==> src/rtl/dmem_port_arbiter_pkg.sv <==
// Shared definitions for the data-memory port arbiter: read-owner encoding,
// default host starvation limit and a counter-width helper.
package dmem_port_arbiter_pkg;

  // Which requester a read granted last cycle belongs to.
  typedef enum logic [1:0] {
    OWN_NONE = 2'd0,
    OWN_CPU  = 2'd1,
    OWN_EXT  = 2'd2
  } owner_e;

  // Cycles a host request may be refused before it is forced through.
  localparam int unsigned MAX_WAIT_DEFAULT = 4;

  // Bits needed to count 0..max_val; never less than one bit.
  function automatic int unsigned cnt_width(input int unsigned max_val);
    if (max_val < 1) begin
      return 1;
    end
    return $clog2(max_val + 1);
  endfunction

endpackage

==> src/rtl/starve_counter.sv <==
// Saturating up-counter with synchronous clear, used to track how long the
// host has been refused the memory port.
//   clk   : clock
//   arst  : asynchronous active-high reset, forces cnt to 0
//   clr   : clear to 0 (wins over inc)
//   inc   : increment, saturating at MAX
//   cnt   : current count, range 0..MAX
module starve_counter
  import dmem_port_arbiter_pkg::*;
#(
  parameter int unsigned MAX = MAX_WAIT_DEFAULT,
  parameter int unsigned W   = cnt_width(MAX)
) (
  input  logic         clk,
  input  logic         arst,
  input  logic         clr,
  input  logic         inc,
  output logic [W-1:0] cnt
);

  localparam logic [W-1:0] MAX_CNT = W'(MAX);

  // Count register: clear dominates, increment stops at MAX.
  always_ff @(posedge clk or posedge arst) begin
    if (arst) begin
      cnt <= '0;
    end else if (clr) begin
      cnt <= '0;
    end else if (inc && (cnt != MAX_CNT)) begin
      cnt <= cnt + W'(1);
    end
  end

endmodule

==> src/rtl/dmem_port_arbiter.sv <==
// Arbitrates a single-port data SRAM between the CPU MEM stage and a host.
// The CPU wins by default; the host wins when the CPU is idle or after it has
// been refused MAX_WAIT cycles. Read data returns one cycle after the grant
// and is steered to whichever requester owned that read.
//   clk, arst               : clock, asynchronous active-high reset
//   enable                  : CPU execution enable (gates cpu_req)
//   cpu_req/wen/addr/wdata  : CPU access request
//   cpu_stall               : CPU refused this cycle
//   cpu_rvalid/rdata        : CPU read return
//   ext_req/wen/addr/wdata  : host access request
//   ext_gnt                 : host accepted this cycle
//   ext_rvalid/rdata        : host read return
//   mem_addr/wen/ren/wdata  : SRAM command, driven from the granted requester
//   mem_rdata               : SRAM read data, valid one cycle after mem_ren
module dmem_port_arbiter
  import dmem_port_arbiter_pkg::*;
#(
  parameter int unsigned ADDR_W   = 64,
  parameter int unsigned DATA_W   = 64,
  parameter int unsigned MAX_WAIT = MAX_WAIT_DEFAULT
) (
  input  logic              clk,
  input  logic              arst,
  input  logic              enable,
  input  logic              cpu_req,
  input  logic              cpu_wen,
  input  logic [ADDR_W-1:0] cpu_addr,
  input  logic [DATA_W-1:0] cpu_wdata,
  output logic              cpu_stall,
  output logic              cpu_rvalid,
  output logic [DATA_W-1:0] cpu_rdata,
  input  logic              ext_req,
  input  logic              ext_wen,
  input  logic [ADDR_W-1:0] ext_addr,
  input  logic [DATA_W-1:0] ext_wdata,
  output logic              ext_gnt,
  output logic              ext_rvalid,
  output logic [DATA_W-1:0] ext_rdata,
  output logic [ADDR_W-1:0] mem_addr,
  output logic              mem_wen,
  output logic              mem_ren,
  output logic [DATA_W-1:0] mem_wdata,
  input  logic [DATA_W-1:0] mem_rdata
);

  localparam int unsigned CNT_W = cnt_width(MAX_WAIT);
  localparam logic [CNT_W-1:0] WAIT_LIMIT = CNT_W'(MAX_WAIT);

  logic             cpu_eff;
  logic             cpu_gnt;
  logic             ext_win;
  logic             wait_clr;
  logic             wait_inc;
  logic [CNT_W-1:0] wait_cnt;

  owner_e            owner_q;
  owner_e            owner_d;
  logic [DATA_W-1:0] cpu_rdata_q;
  logic [DATA_W-1:0] ext_rdata_q;

  // Host starvation counter.
  starve_counter #(
    .MAX (MAX_WAIT),
    .W   (CNT_W)
  ) u_starve_counter (
    .clk  (clk),
    .arst (arst),
    .clr  (wait_clr),
    .inc  (wait_inc),
    .cnt  (wait_cnt)
  );

  // Grant decision; nothing is granted while reset is held.
  always_comb begin
    cpu_eff  = cpu_req & enable;
    ext_win  = ext_req & ((wait_cnt == WAIT_LIMIT) | ~cpu_eff);
    ext_gnt  = ext_win & ~arst;
    cpu_gnt  = cpu_eff & ~ext_win & ~arst;
    cpu_stall = cpu_eff & ~cpu_gnt;
    wait_clr = ext_gnt | ~ext_req;
    wait_inc = ext_req & ~ext_gnt;
  end

  // SRAM command mux; all-zero when idle so the bus is quiet.
  always_comb begin
    mem_addr  = '0;
    mem_wdata = '0;
    mem_wen   = 1'b0;
    mem_ren   = 1'b0;
    if (cpu_gnt) begin
      mem_addr  = cpu_addr;
      mem_wdata = cpu_wdata;
      mem_wen   = cpu_wen;
      mem_ren   = ~cpu_wen;
    end else if (ext_gnt) begin
      mem_addr  = ext_addr;
      mem_wdata = ext_wdata;
      mem_wen   = ext_wen;
      mem_ren   = ~ext_wen;
    end
  end

  // Owner of the read issued this cycle; writes leave no owner.
  always_comb begin
    owner_d = OWN_NONE;
    if (cpu_gnt && !cpu_wen) begin
      owner_d = OWN_CPU;
    end else if (ext_gnt && !ext_wen) begin
      owner_d = OWN_EXT;
    end
  end

  // Read-owner tracking and per-port hold of the last returned word.
  // Reset clears the owner, which discards any return still in flight.
  always_ff @(posedge clk or posedge arst) begin
    if (arst) begin
      owner_q     <= OWN_NONE;
      cpu_rdata_q <= '0;
      ext_rdata_q <= '0;
    end else begin
      owner_q <= owner_d;
      if (owner_q == OWN_CPU) begin
        cpu_rdata_q <= mem_rdata;
      end
      if (owner_q == OWN_EXT) begin
        ext_rdata_q <= mem_rdata;
      end
    end
  end

  // Return path: the owner sees live SRAM data, the other port holds.
  always_comb begin
    cpu_rvalid = (owner_q == OWN_CPU);
    ext_rvalid = (owner_q == OWN_EXT);
    cpu_rdata  = cpu_rvalid ? mem_rdata : cpu_rdata_q;
    ext_rdata  = ext_rvalid ? mem_rdata : ext_rdata_q;
  end

endmodule

==> config.mk <==
export PLATFORM = sky130hd
export DESIGN_NAME = dmem_port_arbiter
export DESIGN_NICKNAME = d
export VERILOG_FILES = /design/src/rtl/dmem_port_arbiter_pkg.sv /design/src/rtl/starve_counter.sv /design/src/rtl/dmem_port_arbiter.sv
export SDC_FILE = /design/constraint.sdc
export NUM_CORES = 1
export LEC_CHECK = 0
export BUFFER_PORTS_ARGS = -buffer_cell sky130_fd_sc_hd__buf_2
export CAP_MARGIN = 20
export CORE_AREA = 2 2 230 232
export CTS_CLUSTER_DIAMETER = 50
export CTS_CLUSTER_SIZE = 30
export DETAILED_ROUTE_END_ITERATION = 6
export DIE_AREA = 0 0 232 234
export PLACE_DENSITY = 0.45
export SLEW_MARGIN = 20
export SYNTH_ARGS = -nofsm -noshare
export SYNTH_HDL_FRONTEND = slang
export SYNTH_SLANG_ARGS = --single-unit
==> constraint.sdc <==
create_clock -name clk -period 10.3 [get_ports clk]
set_input_delay 0.515 -clock clk [delete_from_list [all_inputs] [get_ports clk]]
set_output_delay 0.515 -clock clk [all_outputs]
set_load 0.05 [all_outputs]
## Yosys cells after proc, flatten, opt, wreduce, memory -nomap -nowiden

Cells that the tools add are included.
Widths: inputs -> output; s select.

- Add/sub/neg operators: 1
- Multiplexer cells: 14
- Bitwise operators: 17
- Reduce and logical (&&, ||, !) cells: 6
- Equality and inequality tests: 4

Operators by type and width:

| kind | number |
|---|---|
| $mux 64 | 6 |
| $not 1->1 | 8 |
| $and 1x1->1 | 7 |
| $mux 3 | 2 |
| $mux 1 | 4 |
| $mux 2 | 2 |
| $add 3x1->3 const B | 1 |
| $eq 3x3->1 const B | 1 |
| $logic_and 1x1->1 | 3 |
| $ne 3x3->1 const B | 1 |
| $eq 2x1->1 const B | 1 |
| $eq 2x2->1 const B | 1 |
| $logic_not 1->1 | 2 |
| $or 1x1->1 | 2 |
| $reduce_bool 2->1 | 1 |

- Output and inout bits: 262
- Logic and storage cells: 46
- Input bits: 327
- Flip-flop bits (word level): 133

## Depth between registers and ports, before layout

Gate-level depths: netlist (run 1).

- Depth after elaboration: 10
- Depth in mapped cells: 7
- Gate-level depth less buffers: 5

## By module

From an unflattened synthesis (run 1), not the netlist that was laid out.

- Cell total of the unflattened synthesis: 769
- Area total of the unflattened synthesis: 7479.7 µm²

By module, submodules not included:

| module | seq. area each (µm²) | times used | area an instance (µm²) | cells each |
|---|---|---|---|---|
| dmem_port_arbiter | 3253.1 | 1 | 7282.0 | 751 |
| starve_counter | 75.1 | 1 | 197.7 | 18 |

## Worst setup path before layout (run 1)

Ideal clock, no wire load.

- Path type: register to output
- Start: register u_starve_counter.cnt[0]
- End: output port mem_addr[58]
- Cell stages (with the launch flop): 7
- Buffers on the path: 1
- Required time: 9785 ps
- Arrival time: 2429 ps
- Setup slack: 7356 ps
- Cells stage by stage: dfrtp_1 > inv_1 > ha_1 > nand2_1 > a311oi_2 > clkbuf_1 > a22o_1

- Elaborated cells on any way between the ends: 9
- Those cells by class: eq/ne: 1; mux: 2; bitwise: 6

RTL lines:

| item | RTL line | text |
|---|---|---|
| start: declaration | starve_counter.sv:18 | `output logic [W-1:0] cnt` |
| start signal: assignment | starve_counter.sv:30 | `cnt <= cnt + W'(1);` |
| $eq 3x3->1 | dmem_port_arbiter.sv:76 | `ext_win = ext_req & ((wait_cnt == WAIT_LIMIT) \| ~cpu_eff);` |
| $or 1x1->1 | dmem_port_arbiter.sv:76 |  |
| $and 1x1->1 | dmem_port_arbiter.sv:76 |  |
| $and 1x1->1 | dmem_port_arbiter.sv:77 | `ext_gnt = ext_win & ~arst;` |
| via ext_gnt | dmem_port_arbiter.sv:36 | `output logic ext_gnt,` |
| $mux 64 | dmem_port_arbiter.sv:95 | `end else if (ext_gnt) begin` |
| $mux 64 | dmem_port_arbiter.sv:90 | `if (cpu_gnt) begin` |
| end: declaration | dmem_port_arbiter.sv:39 | `output logic [ADDR_W-1:0] mem_addr,` |

The timed path passes the listed nets, and every way through them passes these cells.

## Worst setup path after layout (run 1)

- Start: register u_starve_counter.cnt[0]
- End: output port mem_wdata[6]

- Word-level cells in the longest chain between the ends: 7
- Elaborated cells on any way between the ends: 9
- Those cells by class: eq/ne: 1; mux: 2; bitwise: 6

RTL lines:

| item | RTL line | text |
|---|---|---|
| $eq 3x3->1 (*) | dmem_port_arbiter.sv:76 |  |
| $or 1x1->1 (*) | dmem_port_arbiter.sv:76 |  |
| $and 1x1->1 (*) | dmem_port_arbiter.sv:76 |  |
| $not 1->1 | dmem_port_arbiter.sv:78 | `cpu_gnt = cpu_eff & ~ext_win & ~arst;` |
| $and 1x1->1 (2 in a row) | dmem_port_arbiter.sv:78 |  |
| $mux 64 (*) | dmem_port_arbiter.sv:90 |  |
| end: declaration | dmem_port_arbiter.sv:42 | `output logic [DATA_W-1:0] mem_wdata,` |

Every way passes the cells marked *; elsewhere a longest branch is shown, timed or not.

==> impl_metrics.ini, run 1 <==
[synthesis]
synth_fa_ha_area_frac = 0.00397
yosys.area_share.simple = 0.124
synth_top_family_by_area = compound AO/OA/AOI/OAI gates
synth_seq_cells = 133
synth_area_per_cell_um2 = 10.6
netlist_area_um2 = 6300
yosysTopAreaCell = dfrtp_1
synth_compound_gate_area_share = 0.186
yosysUniqueCellTypes = 20
yosysWarnings = 0
muxShareOfSynthArea = 0.116
synth_top_area_share = 0.528
synth_area_leaders = dfrtp_1 53%, a22o_1 18%, nand2_1 12%, mux2_2 11%, buf_2 1.4%
synthCells = 593
ys_seq_area_frac = 0.528
synth_nets = 922
yosys.area_share.xor_xnor = 0.00139

[layout]
final_cell_area_um2 = 10600
final_util = 0.204
nNetsFinal = 1488
synthToLayoutAreaGrowth_pct = 68.5
finish.cell_count_without_fillers = 1867
multiInputGateArea_um2 = 2750
fillerInstances = 5856
drive_gt1_frac = 0.595
seqCellArea_um2 = 3330

[timing]
worstMarginPinSlew_ps = 1010
hold_ws_ps = 205
timing.final.max_slew_violations = 0
relSlewSlack = 0.327
hold_viol = 0
grt_setup_unrepaired = false
finalSetupTns_ps = 0
fmax_ghz = 0.254
setup_viol = 0
period_minus_slack_ps = 3940
fin_crit_sh = 0.383
skew_ps = 10.4

[clocking]
insertion_delay_ps = 470
cts.clk_slew.worst_paths_ps = 70
cts_buffers = 17
post_cts_buffers = 0
cts_tree = yes
cts.path.max_buffers = 2
cts_max_level = 4
cts_resized = 0
root_buffer = clkbuf_16
hold_buffers = 0
cts.sinks = 133

[setup_path]
critPathKind = flop to output port
critical_path.slowest_cell = buf_4
r2r_start = u_starve_counter.cnt[0]$_DFFE_PP0P_
worstPathRequired_ps = 9790
max_stage_delay_ps = 770
cp_num_buf_inv = 3
worstPathArrival_ps = 3430
path_delay_family = buffers and inverters
end_kind = output port
reg2reg_slack_ps = 7950
r2r_cells = 6
path_cells = inv_1, ha_1, nand2_1, a311oi_4, buf_4, a22o_1, buf_2
worstPathMaxFanout = 83
start_kind = flop
r2r-end = owner_q[1]$_DFF_PP0_

[detailed_routing]
final_antenna_net_count = 0
routed_wirelength_um = 46200
drc = 0
num_vias = 7217
drt_pass1_iterations = 4
drt-initial-drc-count = 313
wl_per_cell_um = 24.7
vias_per_cell = 3.87

[placed_design]
io_buffers = 588
globalplace.congestion = 0.959
dp_hpwl_um = 39400
dp.cells = 1828
place_area_um2 = 9970

[hold_path]
min_path_type = input pin to asynchronous set/reset pin

[floorplan]
start_util = 0.121
dieArea_um2 = 54300
die_w_um = 232
rows = 84
fp.dieH_um = 234
core_area_um2 = 52000
ioPinCount = 589

[power_and_ir_drop]
pwr_density_cell_nw_per_um2 = 226
p_leak_nw = 5.76
vdd_drop_max_v = 0.000105

[run_status]
status = finished clean

[grt]
grt_max_degree = 84
grt_first_pass_wirelength_um = 59400
grt_usage = 0.166
overflow = 0
antenna_found_initial = 20
first_global_vias = 7068

[job]
maxCapViolations = 0
-- layer usage --
metal	global-route usage	wire length, um	vias to the layer above
met1	0.197	18900	3482
met4	0.0907	2300	10
li1	-	-	3246
met5	0.000893	61	-
met2	0.257	20700	414
met3	0.0671	4230	65
-- per-stage QoR --
stage	power (mW)	setup WS, ps
6_report	2.39	6360
5_1_grt	2.51	6200
4_1_cts	2.44	6330
3_5_place_dp	1.75	6870
3_3_place_gp	1.75	6900
2_1_floorplan	1.42	6230
-- cell usage after synthesis --
master	count
xnor2_1	1
nand2_1	194
nand2b_1	1
and2_1	2
dfrtp_1	133
buf_4	6
o21ai_0	1
buf_2	18
nand3b_1	1
nor2b_1	1
a22o_1	130
buf_1	7
nor2_1	1
mux2i_1	1
a311oi_2	2
ha_1	2
inv_1	7
mux2_2	64
nor3_1	3
clkbuf_1	18
-- state kept, by name (all words and copies together), names as in the netlist --
signal / flops
ext_rdata_q: 64
u_starve_counter.cnt: 3
owner_q: 2
cpu_rdata_q: 64
-- power breakdown --
part,leakage (nW),total [mW],switching (mW),internal [mW]
Combinational,3.86,1.06,0.820,0.242
Sequential,1.60,0.670,0.0289,0.641
Clock,0.294,0.663,0.257,0.406
-- cell families after synthesis --
family                     Yosys count
buffers and inverters               56
AOI/OAI and AO/OA                  133
xor gates and xnor gates             1
adders and majority gates            2
muxes                               65
DFF                                133
and+or+nand+nor                    203
-- how the worst max path moves through the flow --
stage,slack (ps),to,from,depth (start not counted)
finish,6360,mem_wdata[6],u_starve_counter.cnt[0]$_DFFE_PP0P_,7
global route,6200,mem_wdata[6],u_starve_counter.cnt[0]$_DFFE_PP0P_,7
CTS,6330,mem_wdata[6],u_starve_counter.cnt[0]$_DFFE_PP0P_,7
detailed placement,6870,mem_wdata[6],u_starve_counter.cnt[0]$_DFFE_PP0P_,7
global placement,6900,mem_wdata[6],u_starve_counter.cnt[0]$_DFFE_PP0P_,7
floorplan,6230,cpu_rdata_q[0]$_DFF_PP0_,arst,1
-- placed cells by master (no fill, tap or decap) --
| cell | synthesis | routed |
|---|---|---|
| nor2b_4 | 0 | 1 |
| a311oi_4 | 0 | 2 |
| inv_6 | 0 | 4 |
| nand2b_2 | 0 | 1 |
| nor2_1 | 1 | 1 |
| and2_1 | 2 | 2 |
| clkbuf_16 | 0 | 17 |
| clkinv_2 | 0 | 1 |
| mux2_2 | 64 | 64 |
| clkinv_4 | 0 | 2 |
| clkbuf_1 | 18 | 1 |
| inv_2 | 0 | 1 |
| nand3b_1 | 1 | 1 |
| inv_1 | 7 | 5 |
| buf_4 | 6 | 8 |
| diode_2 | 0 | 7 |
| buf_2 | 18 | 588 |
| mux2i_1 | 1 | 1 |
| dfrtp_1 | 133 | 133 |
| clkinvlp_4 | 0 | 4 |
| nand2_1 | 194 | 194 |
| ha_1 | 2 | 2 |
| o21ai_0 | 1 | 1 |
| a22o_1 | 130 | 130 |
| nor3_1 | 3 | 3 |
| bufinv_16 | 0 | 4 |
| xnor2_1 | 1 | 1 |
-- cell type report --
cell class              count  share of cell area
clock buffers              18              0.0404
flip-flops and latches    133               0.313
repair buffers            596               0.283
well taps                 688              0.0811
clock inverters            14              0.0187
multi-input cells         404               0.259
diodes                      7             0.00165
inverters                   7             0.00295
Power figures use the tool's default switching activity.
==> inputs of run 2 (changes only) <==
CORE_AREA = 2 2 229 231   (was 2 2 230 232)
DIE_AREA = 0 0 231 233   (was 0 0 232 234)
PLACE_DENSITY = 0.47   (was 0.45)
clock period = 3.5 ns   (was 10.3 ns; I/O delays follow)
==> impl_metrics.ini, run 2 (synthesis results as in run 1) <==
[grt]
grt_max_degree = 136
antenna_found_initial = 15
grt_first_pass_wirelength_um = 57900
first_global_vias = 7630
overflow = 0
grt_usage = 0.158

[setup_path]
critPathKind = flop to output port
end_kind = output port
worstPathArrival_ps = 3160
start_kind = flop
cp_num_buf_inv = 3
path_cells = inv_1, ha_1, nand2_1, a311oi_4, buf_12, a22o_1, buf_2
critical_path.slowest_cell = a22o_1
worstPathMaxFanout = 135
path_delay_family = buffers and inverters
worstPathRequired_ps = 3320
max_stage_delay_ps = 510

[floorplan]
dieArea_um2 = 53800
start_util = 0.123
fp.dieH_um = 233
die_w_um = 231
rows = 83
core_area_um2 = 51100
ioPinCount = 589

[clocking]
cts.clk_slew.worst_paths_ps = 60
cts_buffers = 17
insertion_delay_ps = 460
cts_tree = yes
cts.path.max_buffers = 2
root_buffer = clkbuf_16
cts_max_level = 4
cts_resized = 0
cts.sinks = 133
post_cts_buffers = 0

[placed_design]
dp.cells = 1823
place_area_um2 = 10000
dp_hpwl_um = 37100
io_buffers = 588
dp_slack_ps = 614
globalplace.congestion = 0.983

[timing]
setup_ws_ps = 169
hold_viol = 0
hold_ws_ps = 31.0
timing.final.max_slew_violations = 0
fin_crit_sh = 0.952
setup_viol = 0
worstMarginPinSlew_ps = 658
grt_setup_unrepaired = false
relSlewSlack = 0.562
period_minus_slack_ps = 3330
fmax_ghz = 0.300
finalSetupTns_ps = 0
skew_ps = 16.2

[layout]
nNetsFinal = 1554
mostFrequentLayoutCells = 588 x buf_2, 194 x nand2_1, 133 x dfrtp_1
drive_gt1_frac = 0.566
final_common_cell = buf_2
final_util = 0.221
synthToLayoutAreaGrowth_pct = 79.1
finish.cell_count_without_fillers = 1922
largestRegisters = cpu_rdata_q: 64 flops, ext_rdata_q: 64 flops, u_starve_counter.cnt: 3 flops
fillerInstances = 5661
final_cell_area_um2 = 11300

[power_and_ir_drop]
power_frac_seq = 0.281
pwr-share-comb = 0.452
vdd_drop_max_v = 0.000277
p_total_mw = 7.01
p_int_mw = 3.79
switching_power_mw = 3.22
netSwitchingFraction = 0.459
pwr_density_cell_nw_per_um2 = 621
p_leak_nw = 6.05
clock_power_share = 0.267

[job]
maxCapViolations = 0

[detailed_routing]
drt-initial-drc-count = 364
final_antenna_net_count = 0
wl_per_cell_um = 22.7
num_vias = 7379
drt_pass1_iterations = 4
routed_wirelength_um = 43700
drc = 0
vias_per_cell = 3.84

[run_status]
status = finished clean

[hold_path]
min_path_type = input pin to flop
## run 2: cell count changes in the layout (fill, tap and decap cells not counted), sizes merged
cell and delta:
dlygate4sd3 +63, buf +3, clkinv +3, diode -3, bufinv -1, clkinvlp -1, inv -1
## run 2: path summary, 6_finish.rpt
| path | slack, ps | from | endpoint | cells past startpoint |
|---|---|---|---|---|
| setup / recovery | 170 | u_starve_counter.cnt[0]$_DFFE_PP0P_ | mem_addr[18] | 7 |
| hold / removal | 30 | mem_rdata[60] | cpu_rdata_q[60]$_DFF_PP0_ | 3 |
| setup reg to reg | 1330 | u_starve_counter.cnt[0]$_DFFE_PP0P_ | owner_q[1]$_DFF_PP0_ | 6 |
| hold reg to reg | 470 | cpu_rdata_q[30]$_DFF_PP0_ | cpu_rdata_q[30]$_DFF_PP0_ | 2 |
| max in group asynchronous | 2050 | arst | cpu_rdata_q[23]$_DFF_PP0_ | 4 |
| min in group asynchronous | 450 | arst | cpu_rdata_q[60]$_DFF_PP0_ | 3 |
## run 2: per-layer routing
metal / part of all wire / vias up / routed length (um) / global-route usage
met3: 0.092 / 62 / 4020 / 0.0594
met5: 0.0013 / - / 55 / 0
met2: 0.47 / 411 / 20700 / 0.265
li1: - / 3363 / - / -
met1: 0.38 / 3535 / 16700 / 0.174
met4: 0.049 / 8 / 2140 / 0.0839
## run 2: cell type report
type / count / area (um2) / share of cell area
Tap cell: 680 / 851 / 0.0754
Timing Repair Buffer: 662 / 3710 / 0.328
Sequential cell: 133 / 3330 / 0.295
Inverter: 7 / 30.0 / 0.00266
Multi-Input combinational cell: 404 / 2750 / 0.244
Clock inverter: 14 / 173 / 0.0153
Antenna cell: 4 / 10.0 / 0.000887
Clock buffer: 18 / 439 / 0.0389
## run 2: worst min-delay path, delay by kind of cell
| kind | cells | cell delay (ps) |
|---|---|---|
| AND/OR/NAND/NOR | 2 | 140 |
| buffers and inverters | 1 | 120 |
## run 2: what timing repair did
| item | 4_1_cts | 5_1_grt |
|---|---|---|
| setup endpoints to repair | 0 | 0 |
| hold endpoints to repair | 143 | 0 |
| hold buffers | 63 | 0 |
## run 2: power groups by stage
stage	Combinational (mW)	Sequential (mW)	Clock, mW
detailed placement	3.14	2.00	0
global route	3.32	2.01	2.00
finish	3.17	1.97	1.87
floorplan	2.21	1.98	0
global placement	3.13	1.99	0
CTS	3.20	1.97	1.94
==> inputs of run 3 (changes only) <==
CAP_MARGIN = default   (was 20)
CORE_AREA = 5 5 225 227   (was 2 2 229 231)
DIE_AREA = 0 0 230 232   (was 0 0 231 233)
PLACE_DENSITY = 0.48   (was 0.47)
clock period = 3.01 ns   (was 3.5 ns; I/O delays follow)
==> impl_metrics.ini, run 3 (synthesis results as in run 1) <==
[run_status]
status = finished clean

[placed_design]
globalplace.congestion = 0.965
dp.cells = 1768
io_buffers = 588
dp_hpwl_um = 39300

[setup_path]
r2r-end = u_starve_counter.cnt[1]$_DFFE_PP0P_
r2r_start = u_starve_counter.cnt[0]$_DFFE_PP0P_
startpoint = u_starve_counter.cnt[0]$_DFFE_PP0P_
worstPathRequired_ps = 2860
end_kind = output port
worstPathArrival_ps = 2740
start_kind = flop
endpoint = mem_wdata[4]
r2r_cells = 7
reg2reg_slack_ps = 1010
critPathKind = flop to output port
worstPathMaxFanout = 39

[detailed_routing]
routed_wirelength_um = 46300
wl_per_cell_um = 24.8
drt_pass1_iterations = 4
vias_per_cell = 3.97
num_vias = 7418
drc = 0
final_antenna_net_count = 0
drt-initial-drc-count = 290

[layout]
synthToLayoutAreaGrowth_pct = 81.4
largestRegisters = cpu_rdata_q: 64 flops, ext_rdata_q: 64 flops, u_starve_counter.cnt: 3 flops
final_common_cell = buf_2
nNetsFinal = 1561
mostFrequentLayoutCells = 577 x buf_2, 194 x nand2_1, 133 x dfrtp_1
finish.cell_count_without_fillers = 1870
drive_gt1_frac = 0.577

[grt]
grt_usage = 0.167
antenna_found_initial = 11
first_global_vias = 8045
grt_first_pass_wirelength_um = 62300
overflow = 0
grt_max_degree = 71

[timing]
setup_viol = 0
worstMarginPinSlew_ps = 900
timing.final.max_slew_violations = 0
hold_ws_ps = 54.9
relSlewSlack = 0.399
finalSetupTns_ps = 0
fmax_ghz = 0.346
hold_viol = 0
fin_crit_sh = 0.960
skew_ps = 9.37
period_minus_slack_ps = 2890
grt_setup_unrepaired = false

[clocking]
root_buffer = clkbuf_16
cts_buffers = 17
cts.sinks = 133
insertion_delay_ps = 440
cts_tree = yes
cts_max_level = 4
cts.clk_slew.worst_paths_ps = 70
cts.path.max_buffers = 2

[power_and_ir_drop]
p_int_mw = 4.37
p_total_mw = 8.15
netSwitchingFraction = 0.464
clock_power_share = 0.259
switching_power_mw = 3.79
p_leak_nw = 6.10
power_frac_seq = 0.281
pwr_density_cell_nw_per_um2 = 713
pwr-share-comb = 0.460
vdd_drop_max_v = 0.000295

[job]
maxCapViolations = 0

[floorplan]
rows = 81
ioPinCount = 589
fp.dieH_um = 232
core_area_um2 = 48400
start_util = 0.130
dieArea_um2 = 53400
die_w_um = 230

[hold_path]
min_path_type = input pin to flop
## run 3: cell count changes in the layout (fill, tap and decap cells not counted), sizes merged, moves of 2 or more
cell and change:
clkinv -4, clkbuf +4, clkinvlp +4, dlygate4sd3 +2
## run 3: power groups by stage
| stage | clock, mW | combinational (mW) | sequential [mW] |
|---|---|---|---|
| 2_1_floorplan | 0 | 2.57 | 2.30 |
| 3_3_place_gp | 0 | 3.70 | 2.31 |
| 3_5_place_dp | 0 | 3.70 | 2.32 |
| 4_1_cts | 2.18 | 3.79 | 2.29 |
| 5_1_grt | 2.25 | 3.93 | 2.33 |
| 6_report | 2.11 | 3.75 | 2.29 |
## run 3: repair_timing
action                                  in CTS  in global routing
endpoints found under the hold margin      152                  0
endpoints found under the setup margin      21                 55
pin swaps                                    0                  1
gates resized for setup                     10                  9
hold buffers                                65                  0
setup buffers                                1                  0
cloned                                       1                  0
## run 3: final cells by class
class | instances | area, um2
antenna | 3 | 7.51
clock buffer | 19 | 443
clock inverter | 13 | 149
fill | 5294 | 37000
inverter | 7 | 30.0
multi-input combinational | 404 | 2770
sequential | 133 | 3330
tap | 622 | 778
timing repair buffer | 669 | 3930
## run 3: critical path, stage by stage, from the launching register on
cell and delay, ps:
dfrtp_1 410, inv_1 70, ha_1 230, nand2_1 180, a311oi_4 320, buf_4 200
buf_12 210, a22o_1 330, buf_2 320
## run 3: worst min-delay path by stage
stage,startpoint,endpoint,depth (start not counted)
after detailed placement,mem_rdata[36],cpu_rdata_q[36]$_DFF_PP0_,3
after global routing,ext_wen,owner_q[1]$_DFF_PP0_,3
final,cpu_wen,owner_q[0]$_DFF_PP0_,3
after global placement,mem_rdata[5],cpu_rdata_q[5]$_DFF_PP0_,3
after floorplan,ext_wen,owner_q[1]$_DFF_PP0_,2
after CTS,cpu_wen,owner_q[0]$_DFF_PP0_,3
## run 3: layer usage
| metal | track usage | vias up | share of wire |
|---|---|---|---|
| li1 | - | 3383 | - |
| met5 | 0 | - | 0.0016 |
| met4 | 0.101 | 10 | 0.069 |
| met3 | 0.0603 | 79 | 0.081 |
| met2 | 0.284 | 380 | 0.48 |
| met1 | 0.177 | 3566 | 0.37 |
## run 3: through the flow
step / cell area (um2) / setup WS, ps / util
6_report: 11400 / 122 / 0.236
5_1_grt: 11400 / 37.7 / 0.236
4_1_cts: 11400 / 1.11 / 0.235
3_5_place_dp: 10100 / 337 / 0.209
3_3_place_gp: 10100 / 279 / 0.209
2_1_floorplan: 6300 / 431 / -
